$ cat config.mk
export PLATFORM = sky130hd
export DESIGN_NAME = mem_if
export DESIGN_NICKNAME = d
export VERILOG_FILES = /design/src/rtl/mem_if_pkg.sv /design/src/rtl/mem_lane_align.sv /design/src/rtl/mem_if.sv
export SDC_FILE = /design/constraint.sdc
export NUM_CORES = 1
export LEC_CHECK = 0
export CAP_MARGIN = 20
export CORE_ASPECT_RATIO = 0.7
export CORE_MARGIN = 8
export CORE_UTILIZATION = 40
export CTS_BUF_LIST = sky130_fd_sc_hd__clkbuf_16
export DETAILED_ROUTE_END_ITERATION = 10
export PLACE_DENSITY = 0.81
export SYNTH_ARGS = -nofsm -noshare
export SYNTH_HDL_FRONTEND = slang
export SYNTH_HIERARCHICAL = 1
export SYNTH_SLANG_ARGS = --single-unit
export TNS_END_PERCENT = 50
$ cat constraint.sdc
create_clock -name i_clk -period 3.1 [get_ports i_clk]
set_input_delay 0.62 -clock i_clk [delete_from_list [all_inputs] [get_ports i_clk]]
set_output_delay 0.62 -clock i_clk [all_outputs]
set_load 0.01 [all_outputs]
$ cat src/rtl/mem_if_pkg.sv
// Shared types for the memory interface: FSM state encoding, access-size codes
// and the alignment rule used to reject requests before they reach the bus.
package mem_if_pkg;

  typedef enum logic [2:0] {
    ST_IDLE   = 3'd0,
    ST_REQ    = 3'd1,
    ST_WAIT_R = 3'd2,
    ST_DONE   = 3'd3,
    ST_ERR    = 3'd4
  } state_e;

  localparam logic [1:0] SZ_B = 2'b00;
  localparam logic [1:0] SZ_H = 2'b01;
  localparam logic [1:0] SZ_W = 2'b10;
  localparam logic [1:0] SZ_X = 2'b11;

  // Size code 11 is reported as misaligned so it takes the same error path.
  function automatic logic misaligned(input logic [1:0] size, input logic [1:0] addr_lo);
    case (size)
      SZ_B:    misaligned = 1'b0;
      SZ_H:    misaligned = addr_lo[0];
      SZ_W:    misaligned = |addr_lo;
      default: misaligned = 1'b1;
    endcase
  endfunction

endpackage

$ cat src/rtl/mem_lane_align.sv
// Combinational lane steering: byte enables and replicated store data for the
// bus, plus lane selection and sign/zero extension of returned load data.
module mem_lane_align
  import mem_if_pkg::*;
(
  input  logic [1:0]  size_i,
  input  logic [1:0]  addr_lo_i,
  input  logic        uns_i,
  input  logic [31:0] wdata_i,
  input  logic [31:0] rdata_i,
  output logic [3:0]  be_o,
  output logic [31:0] wdata_o,
  output logic [31:0] rdata_o
);

  logic [7:0]  lane_b;
  logic [15:0] lane_h;

  always_comb begin
    be_o    = 4'b1111;
    wdata_o = wdata_i;
    rdata_o = rdata_i;
    lane_b  = rdata_i[{addr_lo_i, 3'b000} +: 8];
    lane_h  = addr_lo_i[1] ? rdata_i[31:16] : rdata_i[15:0];
    case (size_i)
      SZ_B: begin
        be_o    = 4'b0001 << addr_lo_i;
        wdata_o = {4{wdata_i[7:0]}};
        rdata_o = {{24{~uns_i & lane_b[7]}}, lane_b};
      end
      SZ_H: begin
        be_o    = 4'b0011 << {addr_lo_i[1], 1'b0};
        wdata_o = {2{wdata_i[15:0]}};
        rdata_o = {{16{~uns_i & lane_h[15]}}, lane_h};
      end
      default: ;
    endcase
  end

endmodule

$ cat src/rtl/mem_if.sv
// Load/store bus master: one transaction at a time, IDLE->REQ->(WAIT_R)->DONE,
// misaligned/illegal requests go straight to ERR. Define MEM_IF_TIMEOUT_EN to
// abort stalled bus transactions to ERR after TIMEOUT_CYC cycles.
module mem_if
  import mem_if_pkg::*;
#(
  parameter int unsigned TIMEOUT_CYC = 255
) (
  input  logic        i_clk,
  input  logic        i_rstn,
  input  logic        i_req,
  input  logic        i_we,
  input  logic [1:0]  i_size,
  input  logic        i_uns,
  input  logic [31:0] i_addr,
  input  logic [31:0] i_wdata,
  output logic [31:0] o_rdata,
  output logic        o_done,
  output logic        o_busy,
  output logic        o_err,
  output logic        o_bus_valid,
  output logic        o_bus_we,
  output logic [31:0] o_bus_addr,
  output logic [31:0] o_bus_wdata,
  output logic [3:0]  o_bus_be,
  input  logic        i_bus_ready,
  input  logic        i_bus_rvalid,
  input  logic [31:0] i_bus_rdata
);

  state_e      state_q, state_d;
  logic        we_q;
  logic        uns_q;
  logic [1:0]  size_q;
  logic [31:0] addr_q;
  logic [31:0] wdata_q;
  logic [31:0] rdata_q;
  logic [3:0]  lane_be;
  logic [31:0] lane_wdata;
  logic [31:0] lane_rdata;
  logic        timeout_hit;

  mem_lane_align u_lane (
    .size_i    (size_q),
    .addr_lo_i (addr_q[1:0]),
    .uns_i     (uns_q),
    .wdata_i   (wdata_q),
    .rdata_i   (i_bus_rdata),
    .be_o      (lane_be),
    .wdata_o   (lane_wdata),
    .rdata_o   (lane_rdata)
  );

`ifdef MEM_IF_TIMEOUT_EN
  localparam int unsigned CNT_W = ($clog2(TIMEOUT_CYC + 1) > 8) ? $clog2(TIMEOUT_CYC + 1) : 8;
  logic [CNT_W-1:0] cnt_q, cnt_d;

  // Counts cycles spent on the bus; it is zero in IDLE, so it is clear on entering REQ.
  always_comb cnt_d = (state_q == ST_REQ || state_q == ST_WAIT_R) ? cnt_q + 1'b1 : '0;

  always_ff @(posedge i_clk or negedge i_rstn) begin
    if (!i_rstn) cnt_q <= '0;
    else         cnt_q <= cnt_d;
  end

  assign timeout_hit = (cnt_q == CNT_W'(TIMEOUT_CYC - 1));
`else
  assign timeout_hit = 1'b0;
`endif

  // Bus handshakes take priority over a timeout landing in the same cycle.
  always_comb begin
    state_d = state_q;
    case (state_q)
      ST_IDLE:   if (i_req) state_d = misaligned(i_size, i_addr[1:0]) ? ST_ERR : ST_REQ;
      ST_REQ:    if (i_bus_ready) state_d = we_q ? ST_DONE : ST_WAIT_R;
                 else if (timeout_hit) state_d = ST_ERR;
      ST_WAIT_R: if (i_bus_rvalid) state_d = ST_DONE;
                 else if (timeout_hit) state_d = ST_ERR;
      default:   state_d = ST_IDLE;
    endcase
  end

  always_ff @(posedge i_clk or negedge i_rstn) begin
    if (!i_rstn) begin
      state_q <= ST_IDLE;
      we_q    <= 1'b0;
      uns_q   <= 1'b0;
      size_q  <= SZ_B;
      addr_q  <= '0;
      wdata_q <= '0;
      rdata_q <= '0;
    end else begin
      state_q <= state_d;
      if (state_q == ST_IDLE && i_req) begin
        we_q    <= i_we;
        uns_q   <= i_uns;
        size_q  <= i_size;
        addr_q  <= i_addr;
        wdata_q <= i_wdata;
      end
      if (state_q == ST_WAIT_R && i_bus_rvalid) rdata_q <= lane_rdata;
    end
  end

  // Bus fields are forced to zero whenever no request is on the bus.
  assign o_bus_valid = (state_q == ST_REQ);
  assign o_bus_we    = o_bus_valid & we_q;
  assign o_bus_addr  = o_bus_valid ? {addr_q[31:2], 2'b00} : 32'h0;
  assign o_bus_wdata = o_bus_valid ? lane_wdata : 32'h0;
  assign o_bus_be    = o_bus_valid ? lane_be : 4'h0;
  assign o_busy      = (state_q != ST_IDLE);
  assign o_done      = (state_q == ST_DONE) || (state_q == ST_ERR);
  assign o_err       = (state_q == ST_ERR);
  assign o_rdata     = rdata_q;

endmodule

# --- Yosys cells after proc, flatten, opt, wreduce, memory -nomap -nowiden ---
# Cells that the tools add are included.
word_totals:
  regBits: 103
  wordCells: 49
op_classes:
  n_mux: 16
  n_eq_ne: 10
  bitwise_logic: 4
  reduce_logical: 9
  shifts: 3
ops:
  columns: ["cell", "count"]
  rows:
  - ["one-hot mux 32 bit (2 select lines)", 2]
  - ["two-way mux 32 bit", 2]
  - ["variable part select 32 x 6 -> 8 bit", 1]
  - ["two-way mux 16 bit", 1]
  - ["two-way mux 3 bit", 4]
  - ["one-hot mux 3 bit (3 select lines)", 1]
  - ["one-hot mux 4 bit (2 select lines)", 1]
  - ["== test 3 x 2 -> 1 bit, second input constant", 2]
  - ["== test 2 x 1 -> 1 bit, second input constant", 2]
  - ["logical NOT 2 bit", 2]
  - ["two-way mux 4 bit", 1]
  - ["!= test 2 bit, second input constant", 2]
  - ["<< shifter 1 x 2 -> 4 bit, first input constant", 1]
  - ["<< shifter 2 x 2 -> 4 bit, first input constant", 1]
  - ["AND 1 bit", 3]
  - ["== test 3 x 1 -> 1 bit, second input constant", 1]
  - ["== test 3 bit, second input constant", 1]
  - ["logical NOT 3 bit", 1]
  - ["two-way mux 1 bit", 3]
  - ["one-hot mux 1 bit (3 select lines)", 1]
  - ["AND reduction 3 bit", 1]
  - ["nonzero test 3 bit", 1]
  - ["== test 2 bit, second input constant", 1]
  - ["logical AND 1 bit", 2]
  - ["4 further kinds", 4]

# --- Logic depth before layout (Yosys ltp) ---
logic_depth:
  ltp_word: 7
  ltp_mapped: 7
  ltp_nobuf: 4

# --- By module ---
# Netlist, hierarchy kept.
by_module_without_submodules:
  columns: ["mod", "area_per_inst_um2", "instances", "cells_per_inst", "seq_area_each_um2"]
  rows:
  - ["mem_if", 4608.2, 1, 317, 2577.5]
  - ["mem_lane_align", 1291.2, 1, 171, 0.0]

# --- Worst setup path after synthesis ---
# OpenSTA, ideal clock, no wires.
synth_path:
  path_kind: "flip-flop to output port"
  start: "register size_q[0]"
  end: "output o_bus_wdata[10]"
  arrival_ps: 1410
  path_stages_with_launch: 7
  path_slack_ps: 1070
  n_path_buf: 3
  t_required_ps: 2480
  path_cell_list: "dfrtp_1 buf_6 or2_1 buf_2 buf_6 mux2_4 and2_1"
synth_between:
  elab_chain_cells: 3
  elab_cells_between_ends: 4
  cone_classes: "1 x eq/ne; 2 x mux; 1 x reduce/logical"
synth_lines:
  columns: ["item", "line_no", "text"]
  rows:
  - ["start: declaration", "mem_if.sv:34", "logic [1:0] size_q;"]
  - ["start signal: assignment", "mem_if.sv:98", "size_q <= i_size;"]
  - ["== test 2 x 1 -> 1 bit / logical NOT 2 bit (equally long branches)", "mem_lane_align.sv:25", "case (size_i)"]
  - ["one-hot mux 32 bit (2 select lines) *", "mem_lane_align.sv:25", null]
  - ["named net lane_wdata[10]", "mem_if.sv:39", "logic [31:0] lane_wdata;"]
  - ["two-way mux 32 bit *", "mem_if.sv:110", "assign o_bus_wdata = o_bus_valid ? lane_wdata : 32'h0;"]
  - ["end: declaration", "mem_if.sv:24", "output logic [31:0] o_bus_wdata,"]
# The timed path passes the listed nets; every way through them passes the cells marked *.

# --- Final worst setup path ---
layout_path:
  start: "register state_q[0]"
  end: "output o_bus_addr[7]"
layout_between:
  elab_chain_cells: 2
layout_lines:
  columns: ["item", "line_no", "text"]
  rows:
  - ["start: declaration", "mem_if.sv:31", "state_e state_q, state_d;"]
  - ["start signal: assignment", "mem_if.sv:94", "state_q <= state_d;"]
  - ["== test 3 x 1 -> 1 bit", "mem_if.sv:107", "assign o_bus_valid = (state_q == ST_REQ);"]
  - ["two-way mux 32 bit", "mem_if.sv:109", "assign o_bus_addr = o_bus_valid ? {addr_q[31:2], 2'b00} : 32'h0;"]
  - ["end: declaration", "mem_if.sv:23", "output logic [31:0] o_bus_addr,"]
# No other way between the ends.

==> results.py <==
metrics = {
    "status": {
        "outcome": "completed",
    },
    "detailed_routing": {
        "top_layer_used": "met4",
        "vias": 4476,
        "wl_met1_mm": 7.45,
        "wire_per_inst_um": 19.5,
        "drt_iter0_markers": 279,
        "routed-wl-met2_mm": 7.65,
        "ant_nets": 0,
        "drcViolationCount": 0,
        "avgViaCountPerCell": 5.16,
        "firstDrtPassIters": 4,
        "wl_met3_mm": 1.62,
        "routed_wl_mm": 16.9,
    },
    "synthesis": {
        "synth.area.top_cells": "dfrtp_1, mux2_2, and2_1",
        "synth_area_per_cell_sq_um": 12.1,
        "syn_area_sq_um": 5900,
        "synth-edff-count": 0,
        "synth.distinct_cells": 46,
        "synth-async-reset-ratio_pct": 100,
        "yosys_warnings": 6,
        "ys_ff_latch": 103,
        "synth_top_flop_cell": "dfrtp_1",
        "synth_top_cell_by_area": "dfrtp_1",
        "yosysSeqAreaShare_pct": 43.7,
        "synth_top_area_share_pct": 43.7,
        "syn_inst": 488,
    },
    "sta": {
        "post-route-min-period_ps": 2910,
        "fin_crit_sh_pct": 93.7,
        "maxSlewViolCount": 0,
        "max_freq_ghz": 0.344,
        "rsz0062_at_grt": "no",
        "clock-skew-final_ps": 10.2,
        "tns_ps": 0,
        "max_slew.worst_pin.slew_ps": 680,
        "max_slew_margin_pct": 54.7,
        "report.final.setup_viol": 0,
        "hold_viol": 0,
    },
    "worst_setup_path": {
        "worstSetupStartpointType": "flip-flop",
        "critical_path.max_stage_delay_ps": 580,
        "cp_num_buf_inv": 2,
        "crit_arrival_ps": 2290,
        "required_ps": 2480,
        "critPathMaxFanout": 41,
        "endpoint_kind": "output port",
        "crit_path_top_delay_cell": "clkdlybuf4s50_1",
        "cp_cell_sequence": "nor3b_4 > buf_4 > and2_1 > clkdlybuf4s50_1",
        "crit_type": "flip-flop to output port",
        "path_delay_family": "buffers and inverters",
    },
    "cells_and_area": {
        "finalNonFillerCells": 867,
        "fillers": 1229,
        "final_nets": 772,
        "final_cell_mix": "clkdlybuf4s50_1, dfrtp_1, mux2_2, and2_1, mux2_4",
        "final_common_cell": "clkdlybuf4s50_1",
        "area_growth_pct": 39.2,
        "diodes": 0,
        "post-route-util_pct": 56.5,
        "drive_above_1_share_pct": 23.8,
    },
    "grt": {
        "grt-ovfl-total": 0,
        "grt_pass1_vias": 4875,
        "grt_pass1_wl_mm": 26.7,
        "grt_usage_pct": 17.2,
        "antenna_found_initial": 0,
        "grt_max_degree": 60,
    },
    "place": {
        "gp_congestion": 0.891,
        "port_buffers": 207,
        "dp_cells": 851,
        "hpwl_mm": 12.6,
    },
    "clock_tree": {
        "cts_resized": 0,
        "postCtsHoldBufs": 0,
        "cts_max_path_buffers": 2,
        "root_buffer": "clkbuf_16",
        "htree_levels": 3,
        "clkLatencyLatePin_ps": 340,
        "cts_inserted_buffers": 9,
        "postCtsSetupRepairBufs": 0,
        "clkSinkCount": 103,
        "cts_tree": "done",
        "path_clk_slew_ps": 70,
    },
    "floorplanning": {
        "start_util_pct": 40.6,
        "dieHeight_um": 118,
        "ios": 210,
        "dieArea_sq_um": 19000,
        "rows": 37,
        "dieWidth_um": 161,
        "core-area_sq_um": 14500,
    },
    "min_path": {
        "worstHoldPathType": "primary input to async pin",
    },
    "pwr": {
        "power_mw": 8.27,
        "p_per_area_nw_per_um2": 1010,
        "ir_worst_vdd_mv": 0.485,
        "p_leak_nw": 3.37,
    },
    "flow_run": {
        "drv_cap": 0,
    },
}
## worst paths after layout
| kind | startpoint | to | slack [ps] | depth (start not counted) |
|---|---|---|---|---|
| min in group i_clk | addr_q[27] | addr_q[27] | 500 | 1 |
| min reg2reg | addr_q[27] | addr_q[27] | 500 | 1 |
| max reg2reg | addr_q[0] | o_rdata[15] | 970 | 4 |
| min | i_rstn | addr_q[26] | 300 | 1 |
| max | state_q[0] | o_bus_addr[7] | 190 | 4 |
| max in group asynchronous | i_rstn | size_q[1] | 2030 | 2 |
## final cells by class
cell class / count / area (sq um) / share of cell area, %
clock inverters: 7 / 55.1 / 0.670
repair buffers: 218 / 2180 / 26.5
clock buffers: 9 / 225 / 2.74
flip-flops and latches: 103 / 2580 / 31.4
multi-input cells: 331 / 2920 / 35.5
well taps: 195 / 244 / 2.97
inverters: 4 / 15.0 / 0.183
## layer usage
layer  vias to the layer above  global-route usage, %
met3                        19                   7.02
met5                         -                      0
met1                      2201                   22.0
met2                       186                   26.5
met4                         0                   4.44
li1                       2070                      -
## stage by stage
| step | area (sq um) | worst slack [ps] | hold WS, ps |
|---|---|---|---|
| after floorplan | 5900 | 1070 | 324 |
| after global placement | 7930 | 576 | 482 |
| after detailed placement | 7930 | 472 | 487 |
| after CTS | 8210 | 159 | 335 |
| after global routing | 8210 | 71.6 | 345 |
| final | 8210 | 194 | 299 |
## report_power, final
part	total (mW)	internal (mW)	switching, mW
logic	4.66	2.67	1.98
registers	2.53	2.03	0.499
clock network	1.09	0.556	0.530
## synthesized netlist by cell type, drive strengths merged, types with 2 or more instances
master,n
o21bai,5
nor2b,19
or2,2
dfrtp,103
o221ai,8
and2,69
o21ai,10
nand2,17
a221o,7
o22ai,16
nor3,3
nor3b,4
nand2b,2
a21oi,2
buf,38
mux2i,16
inv,4
mux2,120
clkbuf,13
a22oi,10
nor2,9
## sequential cells by signal, summed over array words and instances (netlist names)
register	flops
addr_q	32
o_rdata	32
wdata_q	32
state_q	3
size_q	2
uns_q	1
we_q	1
## cell families (layout without fill, tap and decap cells)
group | count (synthesis) | in the layout | synth area share [%]
multiplexers | 136 | 136 | 27.4
AO/OA/AOI/OAI | 62 | 62 | 8.06
flip-flops | 103 | 103 | 43.7
buffers and inverters | 55 | 238 | 6.91
AND/OR/NAND/NOR | 131 | 131 | 13.9
other | 1 | 2 | 0.0636
(Power assumes the default switching activity.)
